`config.mk`:
```
export PLATFORM = sky130hd
export DESIGN_NAME = uart_tx_fifo
export DESIGN_NICKNAME = d
export VERILOG_FILES = /design/src/rtl/uart_pkg.sv /design/src/rtl/uart_byte_fifo.sv /design/src/rtl/uart_tx_fifo.sv
export SDC_FILE = /design/constraint.sdc
export NUM_CORES = 1
export LEC_CHECK = 0
export ABC_AREA = 1
export ABC_CLOCK_PERIOD_IN_PS = 2800
export BUFFER_PORTS_ARGS = -buffer_cell sky130_fd_sc_hd__buf_4
export CELL_PAD_IN_SITES_DETAIL_PLACEMENT = 0
export CELL_PAD_IN_SITES_GLOBAL_PLACEMENT = 1
export CORE_ASPECT_RATIO = 0.8
export CORE_UTILIZATION = 39
export DETAILED_ROUTE_END_ITERATION = 16
export HOLD_SLACK_MARGIN = 0.06
export PLACE_DENSITY = 0.78
export SLEW_MARGIN = 20
export SYNTH_ARGS = -nofsm -noshare
export SYNTH_HDL_FRONTEND = slang
export SYNTH_SLANG_ARGS = --single-unit
export TNS_END_PERCENT = 10
```
`constraint.sdc`:
```
create_clock -name clk -period 2.8 [get_ports clk]
set_input_delay 0.42 -clock clk [delete_from_list [all_inputs] [get_ports clk]]
set_output_delay 0.42 -clock clk [all_outputs]
set_load 0.05 [all_outputs]
```
`src/rtl/uart_pkg.sv`:
```
// Shared UART definitions: transmitter state encoding, 8N1 frame shape, divider helper.
// Latency: none (types and constants only).
// Backpressure: not applicable.
package uart_pkg;

  typedef enum logic [1:0] {
    IDLE  = 2'd0,
    START = 2'd1,
    DATA  = 2'd2,
    STOP  = 2'd3
  } tx_state_t;

  // 8N1 framing
  localparam int START_BITS = 1;
  localparam int DATA_BITS  = 8;
  localparam int STOP_BITS  = 1;
  localparam int FRAME_BITS = START_BITS + DATA_BITS + STOP_BITS;

  // Clocks per bit, truncated; shared with the receiver so both ends agree.
  function automatic int calc_div(input int clk_hz, input int baud);
    return clk_hz / baud;
  endfunction

endpackage

```
`src/rtl/uart_byte_fifo.sv`:
```
// Synchronous byte FIFO with registered full/empty/level and a dropped-write pulse.
// Latency: a pushed byte is visible at the head one clock after the push edge.
// Backpressure: push while full is dropped unless a pop happens on the same edge.
module uart_byte_fifo #(
  parameter int DEPTH = 8,
  parameter int AW    = 3
) (
  input  logic          clk,
  input  logic          rst,
  input  logic          push,
  input  logic [7:0]    push_data,
  input  logic          pop,
  output logic [7:0]    pop_data,
  output logic          full,
  output logic          empty,
  output logic [AW:0]   level,
  output logic          overflow
);

  localparam logic [AW:0] DEPTH_L = (AW + 1)'(DEPTH);

  logic [7:0]    mem [DEPTH];
  logic [AW-1:0] wr_ptr;
  logic [AW-1:0] rd_ptr;
  logic          push_ok;
  logic          pop_ok;
  logic [AW:0]   level_d;

  // A pop frees a slot on the same edge, so a full FIFO can still take a write.
  assign pop_ok   = pop && !empty;
  assign push_ok  = push && (!full || pop_ok);
  assign pop_data = mem[rd_ptr];

  // Next occupancy; full/empty are derived from it so all three flags stay coherent.
  always_comb begin
    level_d = level;
    case ({push_ok, pop_ok})
      2'b10:   level_d = level + (AW + 1)'(1);
      2'b01:   level_d = level - (AW + 1)'(1);
      default: level_d = level;
    endcase
  end

  // Pointers, occupancy flags and the overflow pulse.
  always_ff @(posedge clk or negedge rst) begin
    if (!rst) begin
      wr_ptr   <= '0;
      rd_ptr   <= '0;
      level    <= '0;
      full     <= 1'b0;
      empty    <= 1'b1;
      overflow <= 1'b0;
    end else begin
      if (push_ok) wr_ptr <= wr_ptr + AW'(1);
      if (pop_ok)  rd_ptr <= rd_ptr + AW'(1);
      level    <= level_d;
      full     <= (level_d == DEPTH_L);
      empty    <= (level_d == '0);
      overflow <= push && full && !pop_ok;
    end
  end

  // Storage array; contents need no reset because the pointers gate every read.
  always_ff @(posedge clk) begin
    if (push_ok) mem[wr_ptr] <= push_data;
  end

endmodule

```
`src/rtl/uart_tx_fifo.sv`:
```
// Buffered 8N1 UART transmitter: bytes queue in a FIFO and go out LSB first on txd.
// Latency: write into an empty idle block -> start bit driven one clock after the write edge.
// Backpressure: none upstream; writes while full are dropped and flagged by overflow.
module uart_tx_fifo
  import uart_pkg::*;
#(
  parameter int CLK_HZ     = 50000000,
  parameter int BAUD       = 9600,
  parameter int FIFO_DEPTH = 8,
  parameter int FIFO_AW    = $clog2(FIFO_DEPTH)
) (
  input  logic               clk,
  input  logic               rst,
  input  logic               wr_en,
  input  logic [7:0]         wr_data,
  output logic               full,
  output logic               empty,
  output logic [FIFO_AW:0]   level,
  output logic               busy,
  output logic               overflow,
  output logic               txd
);

  localparam int              DIV      = calc_div(CLK_HZ, BAUD);
  localparam int              CNT_W    = (DIV > 1) ? $clog2(DIV) : 1;
  localparam logic [CNT_W-1:0] CNT_LAST = CNT_W'(DIV - 1);
  localparam logic [2:0]      LAST_BIT = 3'(DATA_BITS - 1);

  tx_state_t        state_q, state_d;
  logic [7:0]       shift_q, shift_d;
  logic [2:0]       bit_idx_q, bit_idx_d;
  logic [CNT_W-1:0] baud_q, baud_d;
  logic             txd_q, txd_d;
  logic             pop;
  logic             bit_end;
  logic [7:0]       head;

  uart_byte_fifo #(
    .DEPTH (FIFO_DEPTH),
    .AW    (FIFO_AW)
  ) u_fifo (
    .clk       (clk),
    .rst       (rst),
    .push      (wr_en),
    .push_data (wr_data),
    .pop       (pop),
    .pop_data  (head),
    .full      (full),
    .empty     (empty),
    .level     (level),
    .overflow  (overflow)
  );

  assign bit_end = (baud_q == CNT_LAST);
  assign busy    = (state_q != IDLE);
  assign txd     = txd_q;

  // Frame sequencer: the popped byte lives in shift_q, so later writes cannot disturb it.
  always_comb begin
    state_d   = state_q;
    shift_d   = shift_q;
    bit_idx_d = bit_idx_q;
    baud_d    = '0;
    txd_d     = txd_q;
    pop       = 1'b0;
    if (state_q != IDLE) begin
      baud_d = bit_end ? '0 : baud_q + CNT_W'(1);
    end
    case (state_q)
      IDLE: begin
        txd_d = 1'b1;
        if (!empty) begin
          pop     = 1'b1;
          shift_d = head;
          txd_d   = 1'b0;
          state_d = START;
        end
      end
      START: begin
        if (bit_end) begin
          txd_d     = shift_q[0];
          bit_idx_d = '0;
          state_d   = DATA;
        end
      end
      DATA: begin
        if (bit_end) begin
          if (bit_idx_q == LAST_BIT) begin
            txd_d   = 1'b1;
            state_d = STOP;
          end else begin
            shift_d   = {1'b0, shift_q[7:1]};
            txd_d     = shift_q[1];
            bit_idx_d = bit_idx_q + 3'd1;
          end
        end
      end
      STOP: begin
        if (bit_end) begin
          // Chain straight into the next start bit when more data is queued.
          if (!empty) begin
            pop     = 1'b1;
            shift_d = head;
            txd_d   = 1'b0;
            state_d = START;
          end else begin
            txd_d   = 1'b1;
            state_d = IDLE;
          end
        end
      end
      default: begin
        txd_d   = 1'b1;
        state_d = IDLE;
      end
    endcase
  end

  // Sequencer registers; reset forces the line high and abandons any frame.
  always_ff @(posedge clk or negedge rst) begin
    if (!rst) begin
      state_q   <= IDLE;
      shift_q   <= '0;
      bit_idx_q <= '0;
      baud_q    <= '0;
      txd_q     <= 1'b1;
    end else begin
      state_q   <= state_d;
      shift_q   <= shift_d;
      bit_idx_q <= bit_idx_d;
      baud_q    <= baud_d;
      txd_q     <= txd_d;
    end
  end

endmodule
```
=== Word level (Yosys, flattened, before mapping) ===
Memories as Yosys holds them, arrays and structs flattened.
Index checks and enable logic that the tools add are counted.

* Register bits: 40
* Bits in writable memories: 64
* Input port bits: 11
* Output and inout bits: 9
* Word-level logic and storage cells: 79
* Memories kept: 1

* $add $sub $neg: 6
* Equal/unequal tests: 14
* Muxes and demuxes: 30
* Reduce and logical (&&, ||, !) cells: 17

{| class="wikitable"
|+ Memory list
! name !! depth !! width !! read ports !! clocked after Yosys merged registers in !! write ports !! RTL line !! text
|-
| u_fifo.mem || 8 || 8 || 1 || 0 || 1 || uart_byte_fifo.sv:22 || <nowiki>logic [7:0] mem [DEPTH];</nowiki>
|}

{| class="wikitable"
|+ Operators with widths
! kind !! count
|-
| $mux W8 || 4
|-
| $mux W13 || 2
|-
| $pmux W8 S3 || 1
|-
| $add A13 B1 Y13 const B || 1
|-
| $eq A13 B13 Y1 const B || 1
|-
| $ne A2 B2 Y1 const B || 6
|-
| $mux W1 || 10
|-
| $mux W2 || 5
|-
| $add A3 B1 Y3 const B || 3
|-
| $mux W3 || 3
|-
| $pmux W2 S4 || 1
|-
| $pmux W4 S2 || 1
|-
| $reduce_and A4 Y1 || 2
|-
| $eq A2 B2 Y1 const B || 3
|-
| $pmux W3 S2 || 1
|-
| $reduce_and A5 Y1 || 1
|-
| $add A4 B1 Y4 const B || 1
|-
| $eq A2 B1 Y1 const B || 2
|-
| $eq A4 B4 Y1 const B || 1
|-
| $logic_and A1 B1 Y1 || 4
|-
| $logic_not A4 Y1 || 1
|-
| $pmux W1 S4 || 1
|-
| $reduce_bool A2 Y1 || 2
|-
| $sub A4 B1 Y4 const B || 1
|-
| 7 further kinds || 9
|}

=== Depth between registers and ports, before layout ===
* Depth in word-level cells: 9
* Mapped depth: 19
* Gate-level depth less buffers: 19

=== Hierarchy ===
Synthesis repeated with hierarchy kept, for this count alone.

* Cell total of the unflattened synthesis: 492
* Area, all modules: 4820.9 sq um

{| class="wikitable"
|+ By module, submodules not included
! module !! times used !! cells each !! area an instance (sq um) !! seq. area each (sq um)
|-
| uart_byte_fifo || 1 || 278 || 3234.4 || 2248.4
|-
| uart_tx_fifo || 1 || 214 || 1586.5 || 676.9
|}

=== Worst setup path after synthesis ===
Ideal clock, no wire load.

* Kind: register to register
* Start point: register state_q[0]
* End point: register u_fifo.full
* Library setup time: 0.077 ns
* Arrival: 2.729 ns
* Data required time: 2.723 ns
* Path slack: -0.007 ns
* Stages on the path, launching flop included: 18
* Buffers on the path: 0
* Period minus slack after synthesis: 2.807 ns
* Path through: dfrtp_1 inv_1 ha_1 inv_1 a21oi_1 nand2_4 nand2_4 nand2_4 ha_1 nand2_1 inv_1 nor2_1 ha_1 nand2_1 nand2_1 nor2_1 o211ai_1 a21oi_1

* Word-level cells in the longest chain between the ends: 8
* Elaborated cells on any way between the ends: 10
* Classes of those cells: 4 x eq/ne; 2 x mux; 4 x reduce/logical

{| class="wikitable"
|+ RTL lines
! element !! RTL line !! text
|-
| from (decl) || uart_tx_fifo.sv:29 || <nowiki>tx_state_t state_q, state_d;</nowiki>
|-
| from (signal assigned) || uart_tx_fifo.sv:128 || <nowiki>state_q <= state_d;</nowiki>
|-
| $eq A2 B2 Y1 or $logic_not A2 Y1 (tied branches) || uart_tx_fifo.sv:69 || <nowiki>case (state_q)</nowiki>
|-
| $pmux W1 S2 (*) || uart_tx_fifo.sv:69 ||
|-
| $logic_and A1 B1 Y1 (*) || uart_byte_fifo.sv:30 || <nowiki>assign pop_ok = pop && !empty;</nowiki>
|-
| $logic_or A1 B1 Y1 || uart_byte_fifo.sv:31 || <nowiki>assign push_ok = push && (!full || pop_ok);</nowiki>
|-
| $logic_and A1 B1 Y1 || uart_byte_fifo.sv:31 ||
|-
| $eq A2 B1 Y1 or $eq A2 B2 Y1 (tied branches) || uart_byte_fifo.sv:37 || <nowiki>case ({push_ok, pop_ok})</nowiki>
|-
| $pmux W4 S2 (*) || uart_byte_fifo.sv:37 ||
|-
| via u_fifo.level_d[1] || uart_byte_fifo.sv:27 || <nowiki>logic [AW:0] level_d;</nowiki>
|-
| $eq A4 B4 Y1 (*) || uart_byte_fifo.sv:57 || <nowiki>full <= (level_d == DEPTH_L);</nowiki>
|-
| to (signal assigned) || uart_byte_fifo.sv:57 ||
|-
| to (decl) || uart_byte_fifo.sv:14 || <nowiki>output logic full,</nowiki>
|}

Mark *: on every way through the listed nets, which the timed path passes. The rest lies on a longest branch.
A chain may end at the register's enable or synchronous reset.

=== Worst setup path in the final report ===
* Start point: register state_q[1]
* End point: register u_fifo.full

Same word-level chain as after synthesis.

==> metrics.md <==
| Metric | Value |
|---|---|
| Clock Tree Buf Depth | `2` |
| Vias/cell | `4.862` |
| Seq/Total Area, Yosys | `61.01%` |
| Port-buffer cells | `19` |
| CTS root buffer | `clkbuf_16` |
| Clk sink count | `104` |
| Total GRT Usage | `16.38%` |
| First-pass GRT wire length | `15.86 mm` |
| Hold Crit Class | `in2async` |
| Worst-path cell chain | `inv_2, ha_4, inv_2, nand2_1, a21oi_2, nand2_4, nand2_4, nand2_4, ha_2, nand2_1, inv_1, nor2_2, ha_1, nand2_1, nand2_1, nor2_1, o211ai_1, a21oi_1` |
| Synth Instances | `485` |
| Slowest-stage cell, CP | `dfrtp_1` |
| Period minus WS final | `2.586 ns` |
| WP buf/inv | `3` |
| Die X | `126.0 µm` |
| Worst Tran Pin Value | `0.5956 ns` |
| Row count | `35` |
| Syn_nets | `510` |
| Simple-gate share of the synthesized area | `25.37%` |
| Vias | `3267` |
| Compound-Gate Fraction of Synth Area | `3.993%` |
| Drt initial violations | `189` |
| Top cells by count, synth | `122 x nand2_1, 64 x edfxtp_1, 64 x nand3_1` |
| Critical path endpoint category | `register` |
| MaxCap Viol Count | `0` |
| # DRC | `0` |
| Layout cells sized above 1 | `16.98%` |
| Initial antenna violation count | `0` |
| Crit path depth | `18` |
| Final net count | `544` |
| Core Area | `0.01174 mm²` |
| Delay-heaviest family, CP | `simple AND/OR/NAND/NOR gates` |
| Area growth syn-to-layout | `14.72%` |
| Final Hold Viols | `0` |
| Critical path type | `reg2reg` |
| Finish-stage setup viols | `0` |
| Die area | `0.01274 mm²` |
| XOR/XNOR Fraction of Synth Area | `1.461%` |
| Diodes inserted | `0` |
| Netlist Area Pre-Place | `0.004795 mm²` |
| Mean area per synthesized cell | `9.886 µm²` |
| Final ANT Viol Nets | `0` |
| Critical path's most frequent cell | `nand2_1` |
| Library cells used by synthesis | `32` |
| Synth area leaders | `edfxtp_1 40%, dfrtp_1 20%, nand2_1 9.6%, nand3_1 6.7%, nor2_1 4.5%` |
| Post-synth top area share | `40.08%` |
| Avg WL per Cell | `14.13 µm` |
| TritonRoute pass-1 iters | `4` |
| Register bit total from synthesis | `104` |
| Final setup margin | `0.2144 ns` |
| I/O pin count | `20` |
| Crit path launch type | `register` |
| Largest net degree at the start of global routing | `41` |
| Starting density of the core | `40.85%` |
| Final Skew | `0.009235 ns` |
| Die outline height | `101.2 µm` |
| Asr flop ratio synth | `38.46%` |
| Leakage | `2.361 nW` |
| CTS tree | `built` |
| GPL Wtd Cong | `0.8326` |
| Pwr Density | `699.4 mW/mm²` |
| H-tree depth | `3` |
| Maximum VDD drop | `0.4084 mV` |
| CTS buffer count | `9` |
| Post-Place Worst Slack | `-0.04168 ns` |
| R2r worst-path depth | `18` |
| Tcrit/Tclk final | `92.34%` |
| Final HPWL DP | `6.410 mm` |
| Cts hold-fix bufs | `0` |
| Fin util | `46.87%` |
| CP max stage delay | `0.43 ns` |
| Most frequent cell after synthesis | `nand2_1` |
| Clk pin slew, worst setup/hold paths | `0.07 ns` |
| Status | `completed` |
| Worst Path Arrival | `2.86 ns` |
| Largest family of logic cells by synthesized area | `simple AND/OR/NAND/NOR gates` |
| Critical-path maximum fanout | `9` |
| WHS | `0.04221 ns` |
| Worst rel slew slack | `60.25%` |
| Post-synthesis mux area share | `0%` |
| Max Fclk | `386.8 MHz` |
| Grt ovf | `0` |
| Post-synth EDFFs | `64` |
| Worst-Skew Late Latency | `0.34 ns` |
| Synth Area in Adders | `3.653%` |
| Synth Warn # | `0` |
| Yosys top cell by area | `edfxtp_1` |
| Vias in the first global route | `3120` |
| Fin. max-slew vios | `0` |
| Final WL | `9.494 mm` |
| Ys flop type | `edfxtp_1` |
| Req. time, crit path | `3.07 ns` |
per-layer routing:
metal / routed length [µm] / vias up / track usage [%]
met5: 0 / - / 0
met4: 123 / 0 / 5.839
met3: 402 / 10 / 3.011
met2: 4382 / 69 / 26.22
met1: 4585 / 1514 / 22.57
li1: - / 1674 / -
where the power goes:
| group | total [W] | leakage (nW) | internal [W] | switching [W] |
|---|---|---|---|---|
| Combinational | 0.000695 | 1.14 | 0.000225 | 0.000469 |
| Clock | 0.00121 | 0.144 | 0.000629 | 0.000580 |
| Sequential | 0.00194 | 1.08 | 0.00183 | 0.000109 |
cell usage in the layout, fill, tap and decap left out, types with 2 or more instances in the layout:
cell type,netlist,routed
a21oi_1,10,9
dfrtp_1,38,38
nand2_4,5,5
o21ai_1,3,3
nor2_2,11,12
inv_2,4,7
nand3_1,64,64
nand4_1,2,2
dfstp_2,2,2
o211ai_1,2,2
buf_4,1,38
clkbuf_16,0,9
inv_1,33,29
ha_1,14,12
nand2_1,122,122
edfxtp_1,64,64
nor3_1,3,3
o21ai_0,18,18
xor2_1,7,7
nor2_1,58,57
o22ai_1,2,2
inv_8,0,4
area by class of cell:
type	instances	area (µm²)
Clock buffer	10	229.0
Clock inverter	6	58.81
Fill cell	1081	6236
Inverter	37	142.6
Multi-Input combinational cell	329	1674
Sequential cell	104	2925
Tap cell	148	185.2
Timing Repair Buffer	38	285.3
path summary, 6_finish.rpt:
kind	slack (ns)	start	end
min in group clk	0.31	wr_data[3]	u_fifo.mem[4][3]
max reg2reg	0.21	state_q[1]	u_fifo.full
min reg2reg	0.48	baud_q[12]	baud_q[12]
max in group asynchronous	2.39	rst	txd
min	0.04	rst	u_fifo.wr_ptr[2]
max	0.21	state_q[1]	u_fifo.full
repair_timing:
item                                    4_1_cts  5_1_grt
pin swaps                                     0        3
buffers inserted                              0        7
gates cloned                                  0        0
gates resized for setup                       2        4
endpoints found under the setup margin        2        3
sequential cells by signal, summed over array words and instances (netlist names), 2 cells and up:
register / count
shift_q: 8
u_fifo.rd_ptr: 3
u_fifo.mem: 64
u_fifo.wr_ptr: 3
state_q: 2
u_fifo.level: 4
baud_q: 13
bit_idx_q: 3
stage by stage:
step / std cells / TNS (ns) / cell area [µm²] / power (W)
CTS: 665 / 0 / 5443 / 0.003882
global route: 672 / -0.07908 / 5500 / 0.004048
global placement: 649 / 0 / 5145 / 0.002652
finish: 672 / 0 / 5500 / 0.003847
detailed placement: 649 / -0.05386 / 5145 / 0.002671
floorplan: 485 / 0 / 4805 / 0.002423
cells by family (layout without fill, tap and decap cells):
logic type | count (synthesis) | count (layout)
AO/OA/AOI/OAI | 36 | 36
XOR/XNOR | 8 | 8
adder cells (fa/ha/maj) | 14 | 14
buffers and inverters | 52 | 91
flip-flops | 104 | 104
AND/OR/NAND/NOR | 271 | 271
worst register-to-register path: cells and delay by family, from the launching register on:
family | cells | cell delay [ns]
fa+ha+maj | 3 | 0.64
flops | 1 | 0.43
buf+inv | 3 | 0.23
compound gates | 3 | 0.42
simple gates | 9 | 0.81
Note: power is estimated with default switching activity, not from simulation.
